$ cat config.mk
export PLATFORM = sky130hd
export DESIGN_NAME = imem_prog_loader
export DESIGN_NICKNAME = d
export VERILOG_FILES = /design/src/rtl/imem_prog_loader.sv
export SDC_FILE = /design/constraint.sdc
export NUM_CORES = 1
export LEC_CHECK = 0
export CAP_MARGIN = 5
export CORE_ASPECT_RATIO = 2
export CORE_MARGIN = 2
export CORE_UTILIZATION = 45
export DETAILED_ROUTE_END_ITERATION = 8
export PLACE_DENSITY = 0.72
export SETUP_SLACK_MARGIN = 0.15
export SLEW_MARGIN = 20
export SYNTH_ARGS = -nofsm -noshare
export SYNTH_HDL_FRONTEND = slang
export SYNTH_SLANG_ARGS = --single-unit
$ cat constraint.sdc
create_clock -name clk_i -period 3.65 [get_ports clk_i]
set_input_delay 0.5475 -clock clk_i [delete_from_list [all_inputs] [get_ports clk_i]]
set_output_delay 0.5475 -clock clk_i [all_outputs]
set_load 0.005 [all_outputs]
$ cat src/rtl/imem_prog_loader.sv
// Instruction memory program loader: assembles a big-endian byte stream (word-count header,
// then instruction words) into imem writes and holds the CPU in reset until the image is in.
module imem_prog_loader #(
  parameter logic [31:0] BASE_ADDR = 32'h0000_0000,
  parameter int unsigned MAX_WORDS = 1024,
  parameter int unsigned TIMEOUT   = 1000
) (
  input  logic        clk_i,
  input  logic        rst_ni,
  input  logic        start_i,
  input  logic [7:0]  byte_in_i,
  input  logic        byte_valid_i,
  output logic        byte_ready_o,
  output logic        imem_we_o,
  output logic [31:0] imem_addr_o,
  output logic [31:0] imem_data_o,
  output logic        cpu_rst_o,
  output logic        cpu_en_o,
  output logic        busy_o,
  output logic        done_o,
  output logic        error_o,
  output logic [15:0] words_loaded_o
);

  localparam int unsigned TmoW = $clog2(TIMEOUT + 1);
  localparam logic [TmoW-1:0] TmoLast = TmoW'(TIMEOUT - 1);

  typedef enum logic [2:0] {StIdle, StHdr, StData, StWrite, StDone, StErr} state_e;

  state_e state_q, state_d;
  logic [1:0]      bcnt_q, bcnt_d;
  logic [23:0]     shift_q, shift_d;
  logic [15:0]     n_q, n_d;
  logic [TmoW-1:0] tmo_q, tmo_d;
  logic [31:0]     addr_q, addr_d;
  logic [31:0]     data_q, data_d;
  logic [15:0]     words_q, words_d;
  logic            ready_q, we_q, busy_q, done_q, err_q, cpu_rst_q, cpu_en_q;

  logic        accept;
  logic [15:0] hdr_n;

  // ready_q mirrors "state is HDR or DATA", so it doubles as the handshake qualifier
  assign accept = byte_valid_i && ready_q;
  // Only the low 16 bits of the header count are kept
  assign hdr_n  = {shift_q[7:0], byte_in_i};

  always_comb begin
    state_d = state_q;
    bcnt_d  = bcnt_q;
    shift_d = shift_q;
    n_d     = n_q;
    tmo_d   = tmo_q;
    addr_d  = addr_q;
    data_d  = data_q;
    words_d = words_q;
    unique case (state_q)
      StIdle, StDone, StErr: begin
        tmo_d = '0;
        if (start_i) begin
          state_d = StHdr;
          bcnt_d  = '0;
          words_d = '0;
        end
      end
      StHdr: begin
        if (accept) begin
          tmo_d   = '0;
          shift_d = {shift_q[15:0], byte_in_i};
          bcnt_d  = bcnt_q + 2'd1;
          if (bcnt_q == 2'd3) begin
            n_d = hdr_n;
            if (hdr_n == 16'd0) begin
              state_d = StDone;
            end else if (32'(hdr_n) > MAX_WORDS) begin
              state_d = StErr;
            end else begin
              state_d = StData;
            end
          end
        end else if (tmo_q == TmoLast) begin
          state_d = StErr;
        end else begin
          tmo_d = tmo_q + TmoW'(1);
        end
      end
      StData: begin
        if (accept) begin
          tmo_d   = '0;
          shift_d = {shift_q[15:0], byte_in_i};
          bcnt_d  = bcnt_q + 2'd1;
          if (bcnt_q == 2'd3) begin
            data_d  = {shift_q, byte_in_i};
            addr_d  = BASE_ADDR + {14'd0, words_q, 2'b00};
            state_d = StWrite;
          end
        end else if (tmo_q == TmoLast) begin
          state_d = StErr;
        end else begin
          tmo_d = tmo_q + TmoW'(1);
        end
      end
      StWrite: begin
        tmo_d   = '0;
        words_d = words_q + 16'd1;
        if ((words_q + 16'd1) < n_q) begin
          state_d = StData;
        end else begin
          state_d = StDone;
        end
      end
      default: state_d = StIdle;
    endcase
  end

  always_ff @(posedge clk_i or negedge rst_ni) begin
    if (!rst_ni) begin
      state_q   <= StIdle;
      bcnt_q    <= '0;
      shift_q   <= '0;
      n_q       <= '0;
      tmo_q     <= '0;
      addr_q    <= '0;
      data_q    <= '0;
      words_q   <= '0;
      ready_q   <= 1'b0;
      we_q      <= 1'b0;
      busy_q    <= 1'b0;
      done_q    <= 1'b0;
      err_q     <= 1'b0;
      cpu_rst_q <= 1'b1;
      cpu_en_q  <= 1'b0;
    end else begin
      state_q   <= state_d;
      bcnt_q    <= bcnt_d;
      shift_q   <= shift_d;
      n_q       <= n_d;
      tmo_q     <= tmo_d;
      addr_q    <= addr_d;
      data_q    <= data_d;
      words_q   <= words_d;
      // Status outputs are decoded from the next state so they are registered yet in step
      ready_q   <= (state_d == StHdr) || (state_d == StData);
      we_q      <= (state_d == StWrite);
      busy_q    <= (state_d == StHdr) || (state_d == StData) || (state_d == StWrite);
      done_q    <= (state_d == StDone);
      err_q     <= (state_d == StErr);
      cpu_rst_q <= (state_d != StDone);
      cpu_en_q  <= (state_d == StDone);
    end
  end

  assign byte_ready_o   = ready_q;
  assign imem_we_o      = we_q;
  assign imem_addr_o    = addr_q;
  assign imem_data_o    = data_q;
  assign cpu_rst_o      = cpu_rst_q;
  assign cpu_en_o       = cpu_en_q;
  assign busy_o         = busy_q;
  assign done_o         = done_q;
  assign error_o        = err_q;
  assign words_loaded_o = words_q;

endmodule

# [After elaboration in Yosys (flattened, before gate mapping)]
# Index checks and enable logic that the tools add are counted.
[totals] elab_cells=70 register_bits=125 inputBits=12
[op_classes] n_eq_ne=16 mux=18 addsub=3 n_reduce_logical=17 magnitude_cmp=2
[ops] op="one-hot mux 16 bit (2 select lines)" count=1
[ops] op="2-to-1 mux 3 bit" count=9
[ops] op="2-to-1 mux 10 bit" count=2
[ops] op="one-hot mux 10 bit (2 select lines)" count=1
[ops] op="adder 16 x 1 -> 16 bit (second input constant)" count=1
[ops] op="> comparator 16 x 11 -> 1 bit (second input constant)" count=1
[ops] op="logical NOT 16 bit" count=1
[ops] op="less-than comparator 16 bit" count=1
[ops] op="2-to-1 mux 16 bit" count=1
[ops] op="equality test 3 x 2 -> 1 bit (second input constant)" count=4
[ops] op="equality test 3 bit (second input constant)" count=4
[ops] op="one-hot mux 3 bit (4 select lines)" count=1
[ops] op="adder 10 x 1 -> 10 bit (second input constant)" count=1
[ops] op="equality test 10 bit (second input constant)" count=1
[ops] op="AND reduction 3 bit" count=3
[ops] op="equality test 3 x 1 -> 1 bit (second input constant)" count=2
[ops] op="!= test 3 bit (second input constant)" count=2
[ops] op="AND reduction 2 bit" count=3
[ops] op="nonzero test 2 bit" count=3
[ops] op="2-to-1 mux 2 bit" count=2
[ops] op="one-hot mux 2 bit (2 select lines)" count=1
[ops] op="OR reduction 4 bit" count=1
[ops] op="logical NOT 3 bit" count=1
[ops] op="OR reduction 3 bit" count=1
[ops] op="other kinds (7)" count=8

# [Longest topological paths before layout]
[depth] word_depth=9 depth_mapped=16

# [Worst setup path after synthesis]
# Ideal clock, no wire load.
[synth_timing] path_type="register to register" from="register, netlist name words_loaded_o[4]" to="register addr_q[2], in the netlist imem_addr_o[2]" t_arrival_ns=3.290 setup_slack_ns=0.235 path_stages_with_launch=15 path_buffers=3 setup_ns=0.125 period_less_slack_ns=3.415 cell_sequence="dfrtp_1 clkbuf_1 nand4_1 nor4_1 and3_1 xor2_1 ha_1 a21oi_1 nor2b_1 o21ai_0 nand4_1 a21oi_2 buf_6 buf_6 mux2_4"
[synth_rtl] item="end signal, assigned" line="139" rtl="addr_q <= addr_d;"
[synth_rtl] item="end, declared" line="35" rtl="logic [31:0] addr_q, addr_d;"

==> results.json <==
{
  "cp.buffers_inverters": 1,
  "slowest_stage": "dfrtp_1",
  "comb_power_share_pct": 24.2,
  "path_cells": "ha_4 > and3_4 > and3_4 > and2_4 > nand3_2 > xnor2_1 > ha_1 > nand4_1 > a31oi_1 > o21ai_1 > nand4_1 > a21oi_4 > bufbuf_16 > mux2_2",
  "whs_ns": 0.235,
  "p_sw_uw": 1420,
  "syn_area_per_cell_um2": 11.3,
  "syn_to_final_growth_pct": 29.1,
  "place_congestion": 0.881,
  "netSwitchingFraction_pct": 29.9,
  "irDropWorstVdd_mv": 0.435,
  "synth_area_leaders": "dfrtp_1, mux2_2, o21ai_0, ha_1, nand2_1",
  "leakage_uw": 0.00356,
  "htree_levels": 4,
  "synth_edf_count": 0,
  "crit_path_max_fanout": 14,
  "worstSetupPathType": "reg2reg",
  "ant_nets": 0,
  "cap_violations": 0,
  "share_seq_of_total_power_pct": 41.5,
  "wl_per_cell_um": 17.7,
  "rows": 59,
  "p_int_uw": 3320,
  "worstReg2RegStart": "words_loaded_o[0]$_DFFE_PN0P_",
  "use_met3_pct": 4.52,
  "cts_made_buffers": 17,
  "relSlewSlack_pct": 40.5,
  "first_iter_violations": 247,
  "rsz0062_at_grt": "yes",
  "grt_overflow": 0,
  "hold_viol": 0,
  "floorplan.initialDensity_pct": 45.9,
  "layout_min_cycle_time_ns": 3.33,
  "r2r_cells": 14,
  "clk_transition_reported_paths_ns": 0.06,
  "detailedRoute.firstPassIterationCount": 4,
  "fin_tns_setup_ns": 0,
  "die_x_um": 85.2,
  "worstPathRequired_ns": 3.95,
  "cts_root_buffer": "clkbuf_16",
  "crit_end": "imem_addr_o[5]$_DFFE_PN0P_",
  "fmax_ghz": 0.300,
  "ys_seq_elements": 125,
  "syn_inst": 527,
  "status": "completed",
  "drive_above_1_share_pct": 23.0,
  "layout_commonest_cell": "dfrtp_1",
  "cp-startpoint": "words_loaded_o[0]$_DFFE_PN0P_",
  "crit_cells": 14,
  "end_kind": "register",
  "use_met1_pct": 21.5,
  "coreArea_um2": 12900,
  "fin_ws_ns": 0.318,
  "critical_path.max_stage_delay_ns": 0.42,
  "grt_antenna_before_repair": 0,
  "cp-start-kind": "register",
  "synthesis.area_um2": 5930,
  "vias": 4336,
  "remaining_drc_errors": 0,
  "worstPathArrival_ns": 3.63,
  "yosysTopAreaCell": "dfrtp_1",
  "regToRegEndpoint": "imem_addr_o[5]$_DFFE_PN0P_",
  "async_reset_ff_share_pct": 100,
  "die_h_um": 166,
  "io_pins": 99,
  "met2_usage_pct": 37.3,
  "cts_num_sinks": 125,
  "power_density_nw_per_um2": 619,
  "grt_pass1_vias": 4558,
  "post-dp-hpwl_mm": 9.86,
  "nNetsFinal": 657,
  "hp-class": "in2async",
  "slew_viol_final": 0,
  "fin_worst_skew_ns": 0.00960,
  "synth_flop_cell": "dfrtp_1",
  "portBuffers": 82,
  "top_usage_layer": "met2",
  "clk_latency_ns": 0.42,
  "grt_pass1_wl_mm": 22.3,
  "post-place-ws_ns": 0.0777,
  "drt-total-wl_mm": 14.0,
  "finalSetupViolations": 0,
  "cts_tree": "built",
  "synth_top_area_share_pct": 52.3,
  "yosysUniqueCellTypes": 53,
  "rrSetupSlack_ns": 0.32,
  "grt_max_degree": 69,
  "ys_seq_area_share_pct": 52.8,
  "n_antenna_cell": 0,
  "worst_pin_slew_ns": 0.889,
  "p_clk_share_pct": 34.3,
  "final_cell_mix": "dfrtp_1, clkdlybuf4s50_1, mux2_2",
  "dieArea_um2": 14200,
  "min_period_over_period_pct": 91.3,
  "clk_path_buf_depth": 2,
  "viasPerCell": 5.47,
  "track_usage_pct": 20.2,
  "yosys_warnings": 0,
  "crit_family": "simple AND/OR/NAND/NOR gates"
}
==> flip-flops by register name, summed over array words and instances, names as in the netlist <==
signal,count
cpu_en_o,1
byte_ready_o,1
cpu_rst_o,1
imem_addr_o,16
words_loaded_o,16
error_o,1
busy_o,1
n_q,16
tmo_q,10
shift_q,24
state_q,3
imem_we_o,1
bcnt_q,2
imem_data_o,32
==> final cells by class <==
| type | instances | area (µm²) |
|---|---|---|
| fillers | 1029 | 5270 |
| flip-flops and latches | 125 | 3130 |
| multi-input cells | 357 | 2610 |
| repair buffers | 107 | 1080 |
| clock buffers | 18 | 439 |
| well taps | 152 | 190 |
| clock inverters | 14 | 136 |
| inverters | 19 | 71.3 |
==> synthesized netlist by cell type, types with 2 or more instances <==
cell and instances:
mux2_4 9, and3_1 9, nor2_1 33, inv_1 19
buf_4 17, mux2_2 64, nor4_2 2, nor4_1 2
nand4_1 8, a22o_1 5, and4_1 2, o21ai_0 52
nand3_1 10, xnor2_1 7, clkbuf_1 17, o31ai_1 5
nand2b_1 3, nor3_1 5, buf_6 2, nor2b_1 4
xor2_1 9, and2_1 6, a21oi_1 15, a31oi_1 3
buf_2 5, ha_1 18, nand2_1 47, dfrtp_1 124
==> worst min path at each step <==
stage          slack [ns]                  from                endpoint
2_1_floorplan        0.25                rst_ni   bcnt_q[0]$_DFFE_PN0P_
3_3_place_gp         0.47  tmo_q[9]$_DFFE_PN0P_    tmo_q[9]$_DFFE_PN0P_
3_5_place_dp         0.48   n_q[10]$_DFFE_PN0P_     n_q[10]$_DFFE_PN0P_
4_1_cts              0.27                rst_ni  byte_ready_o$_DFF_PN0_
5_1_grt              0.31                rst_ni  byte_ready_o$_DFF_PN0_
6_report             0.23                rst_ni  byte_ready_o$_DFF_PN0_
==> per-layer routing <==
layer | vias to the layer above | routed length, µm
met3 | 26 | 499
li1 | 2009 | -
met1 | 2188 | 5320
met2 | 113 | 7870
met4 | 0 | 325
met5 | - | 0
==> per-stage QoR <==
step                      util (%)  std cells  total power (µW)  instance area (µm²)
after detailed placement      53.7        755              3120                 6940
after CTS                     58.7        790              4770                 7580
final                         59.2        792              4730                 7650
after global routing          59.2        792              4970                 7650
after global placement        53.7        755              3050                 6940
after floorplan                  -        542              2620                 5990
==> what timing repair did <==
| item | 4_1_cts | 5_1_grt |
|---|---|---|
| cloned | 1 | 1 |
| setup buffers | 2 | 1 |
| resized for setup | 6 | 7 |
| pin swaps | 2 | 6 |
| setup endpoints to repair | 48 | 48 |
| hold buffers | 0 | 0 |
==> power by group through the flow <==
stage / registers [µW] / logic [µW] / clock network (µW)
floorplan: 1910 / 712 / 0
global placement: 1960 / 1090 / 0
detailed placement: 1990 / 1130 / 0
CTS: 1960 / 1150 / 1650
global route: 2010 / 1260 / 1710
finish: 1960 / 1140 / 1630
==> cells by family (layout without fill, tap and decap cells) <==
kind of cell,Yosys count,after routing,share of synthesized area [%]
multiplexers,74,74,14.6
XOR/XNOR,16,16,2.36
flip-flops,125,125,52.8
buffers and inverters,60,158,5.23
adder cells (fa/ha/maj),18,18,3.80
other,1,16,0.0632
AND/OR/NAND/NOR,140,140,11.7
AO/OA/AOI/OAI,93,93,9.47
Note: power is estimated with default switching activity, not from simulation.
==> edit (same settings) <==
`data_q` no longer has a reset.
--- a/src/rtl/imem_prog_loader.sv
+++ b/src/rtl/imem_prog_loader.sv
@@ -122,5 +122,4 @@
       tmo_q     <= '0;
       addr_q    <= '0;
-      data_q    <= '0;
       words_q   <= '0;
       ready_q   <= 1'b0;
@@ -138,5 +137,4 @@
       tmo_q     <= tmo_d;
       addr_q    <= addr_d;
-      data_q    <= data_d;
       words_q   <= words_d;
       // Status outputs are decoded from the next state so they are registered yet in step
@@ -149,4 +147,8 @@
       cpu_en_q  <= (state_d == StDone);
     end
+  end
+
+  always_ff @(posedge clk_i) begin
+    data_q <= data_d;
   end
 
Formal check against the unedited RTL: not equivalent (Yosys sat finds a counterexample within 10 cycles, from zero or initial values and one cycle with rst_ni low; the reset may be asserted at any time).
==> edit against the original RTL <==
Final area fell by 3.0%; sequential cell count unchanged; area after synthesis is 3.3% lower; total power decreased by 6.5%; routed wire length down 12%; synthesized cell count decreased by 6.6%; final cell count fell by 5.1%; worst setup slack gained 0.013 ns; critical endpoint is now imem_data_o[7]$_DFFE_PP_; highest routed layer unchanged.
==> edit: results (changes against the original RTL) <==
* Layout cell share with drive strength beyond 1 at 18.4% (was 23.0%)
* Utilization after layout at 59.5% (was 59.2%)
* Number of synthesized flops with an enable pin at 32 (was 0)
* Leak pwr at 0.00324 µW (was 0.00356 µW)
* Power per cell area at 596 nW/µm² (was 619 nW/µm²)
* Pin count of the biggest net entering global routing at 68 (was 69)
* Synth async-reset ratio at 74.4% (was 100%)
* Post-synthesis xor/xnor area fraction at 2.44% (was 2.36%)
* Post-DP HPWL at 8.56 mm (was 9.86 mm)
* # H-tree levels at 4 (unchanged)
* Synth warn at 0 (unchanged)
* CP max stage cell: dfrtp_2 (was dfrtp_1)
* Worst hold slack at 0.230 ns (was 0.235 ns)
* Status: completed (unchanged)
* Clk pwr share at 37.3% (was 34.3%)
* Final WL at 12.3 mm (was 14.0 mm)
* Max FFs per register at 32 (unchanged)
* GPL Wtd Cong at 0.916 (was 0.881)
* First-pass GRT wire length at 20.1 mm (was 22.3 mm)
* Gr usage total at 18.4% (was 20.2%)
* Clk_skew at 0.00621 ns (was 0.00960 ns)
* Post-synth top cells: dfrtp_1 (92), o21ai_0 (52), nand2_1 (47) (was dfrtp_1 (124), mux2_2 (64), o21ai_0 (52))
* Max incr delay on CP at 0.37 ns (was 0.42 ns)
* Antenna cells at 0 (unchanged)
* Routed WL per cell at 16.4 µm (was 17.7 µm)
* Syn_area_per_cell at 11.7 µm² (was 11.3 µm²)
* Pre-CTS WS at 0.164 ns (was 0.0777 ns)
* Min-delay worst type: in -> async (unchanged)
* First-pass DRT Iterations at 4 (unchanged)
* Synth cell types at 57 (was 53)
* Cell Count Post-Placement at 713 (was 755)
* Sequential area share after synthesis at 57.4% (was 52.8%)
* Nets at 619 (was 657)
* Vias in the first global route at 4161 (was 4558)
* R2r setup slk at 0.33 ns
* Fill count at 1017 (was 1029)
* Comb power frac at 19.3% (was 24.2%)
* Sw power at 1310 µW (was 1420 µW)
* Post-synthesis mux area share at 8.82% (was 14.6%)
* Worst-path maximum fanout at 8 (was 14)
* Post-DR vias/cell at 5.37 (was 5.47)
* CTS clk-pin slew, worst paths at 0.06 ns (about the same)
* DRC at 0 (unchanged)
* RR Endpoint: imem_data_o[7]$_DFFE_PP_ (was imem_addr_o[5]$_DFFE_PN0P_)
* CTS Buffer Depth at 2 (unchanged)
* Iteration-0 DRC Markers at 200 (was 247)
* Area contributors post-synth: dfrtp_1 (40%), edfxtp_1 (17%), mux2_2 (6.1%) (was dfrtp_1 (52%), mux2_2 (12%), o21ai_0 (4.4%))
* Placed instance area at 6730 µm² (was 6940 µm²)
* Worst Path Arrival at 3.45 ns (was 3.63 ns)
* Crit path time final at 3.32 ns (was 3.33 ns)
* Worst Tran Pin Value at 0.858 ns (was 0.889 ns)
* Synth Area in Compound Gates at 10.0% (was 9.47%)
* VDD IR max at 0.000496 V (was 0.000435 V)
* Synth Area in Adders at 3.93% (was 3.80%)
* Path depth of the worst reg2reg path at 15 (was 14)
edit: cell types whose count changed in the layout (fill, tap and decap cells not counted), moves of 2 or more:
cell        change
dfrtp_1        -37
mux2_2         -33
edfxtp_1       +32
buf_4           -8
dfrtp_2         +5
clkinvlp_4      -3
and3_4          -2
inv_8           +2
edit: area by class of cell:
| class | instances | share of cell area (%) |
|---|---|---|
| clock buffer | 18 | 5.92 |
| clock inverter | 14 | 1.95 |
| inverter | 19 | 0.961 |
| multi-input combinational | 326 | 30.4 |
| sequential | 125 | 44.4 |
| tap | 150 | 2.53 |
| timing repair buffer | 100 | 13.9 |
edit: worst max-delay path by stage:
stage / from / end / slack (ns) / depth (start not counted)
after floorplan: words_loaded_o[2]$_DFFE_PN0P_ / imem_data_o[0]$_DFFE_PP_ / 0.18 / 11
after global placement: words_loaded_o[3]$_DFFE_PN0P_ / imem_data_o[5]$_DFFE_PP_ / 0.27 / 12
after detailed placement: words_loaded_o[3]$_DFFE_PN0P_ / imem_data_o[13]$_DFFE_PP_ / 0.16 / 12
after CTS: words_loaded_o[3]$_DFFE_PN0P_ / imem_data_o[6]$_DFFE_PP_ / 0.16 / 12
after global routing: words_loaded_o[0]$_DFFE_PN0P_ / imem_data_o[7]$_DFFE_PP_ / 0.16 / 15
final: words_loaded_o[0]$_DFFE_PN0P_ / imem_data_o[7]$_DFFE_PP_ / 0.33 / 15
edit: routing by layer:
metal	GRT usage [%]	part of all wire [%]	up-vias
met5	0	0	-
met4	8.14	3.0	0
met3	4.60	3.9	31
met2	33.7	56	135
met1	19.9	37	1970
li1	-	-	1902
edit: repair_timing:
action | in CTS | in global routing
buffers inserted | 0 | 4
resized for setup | 0 | 8
setup endpoints to repair | 0 | 49
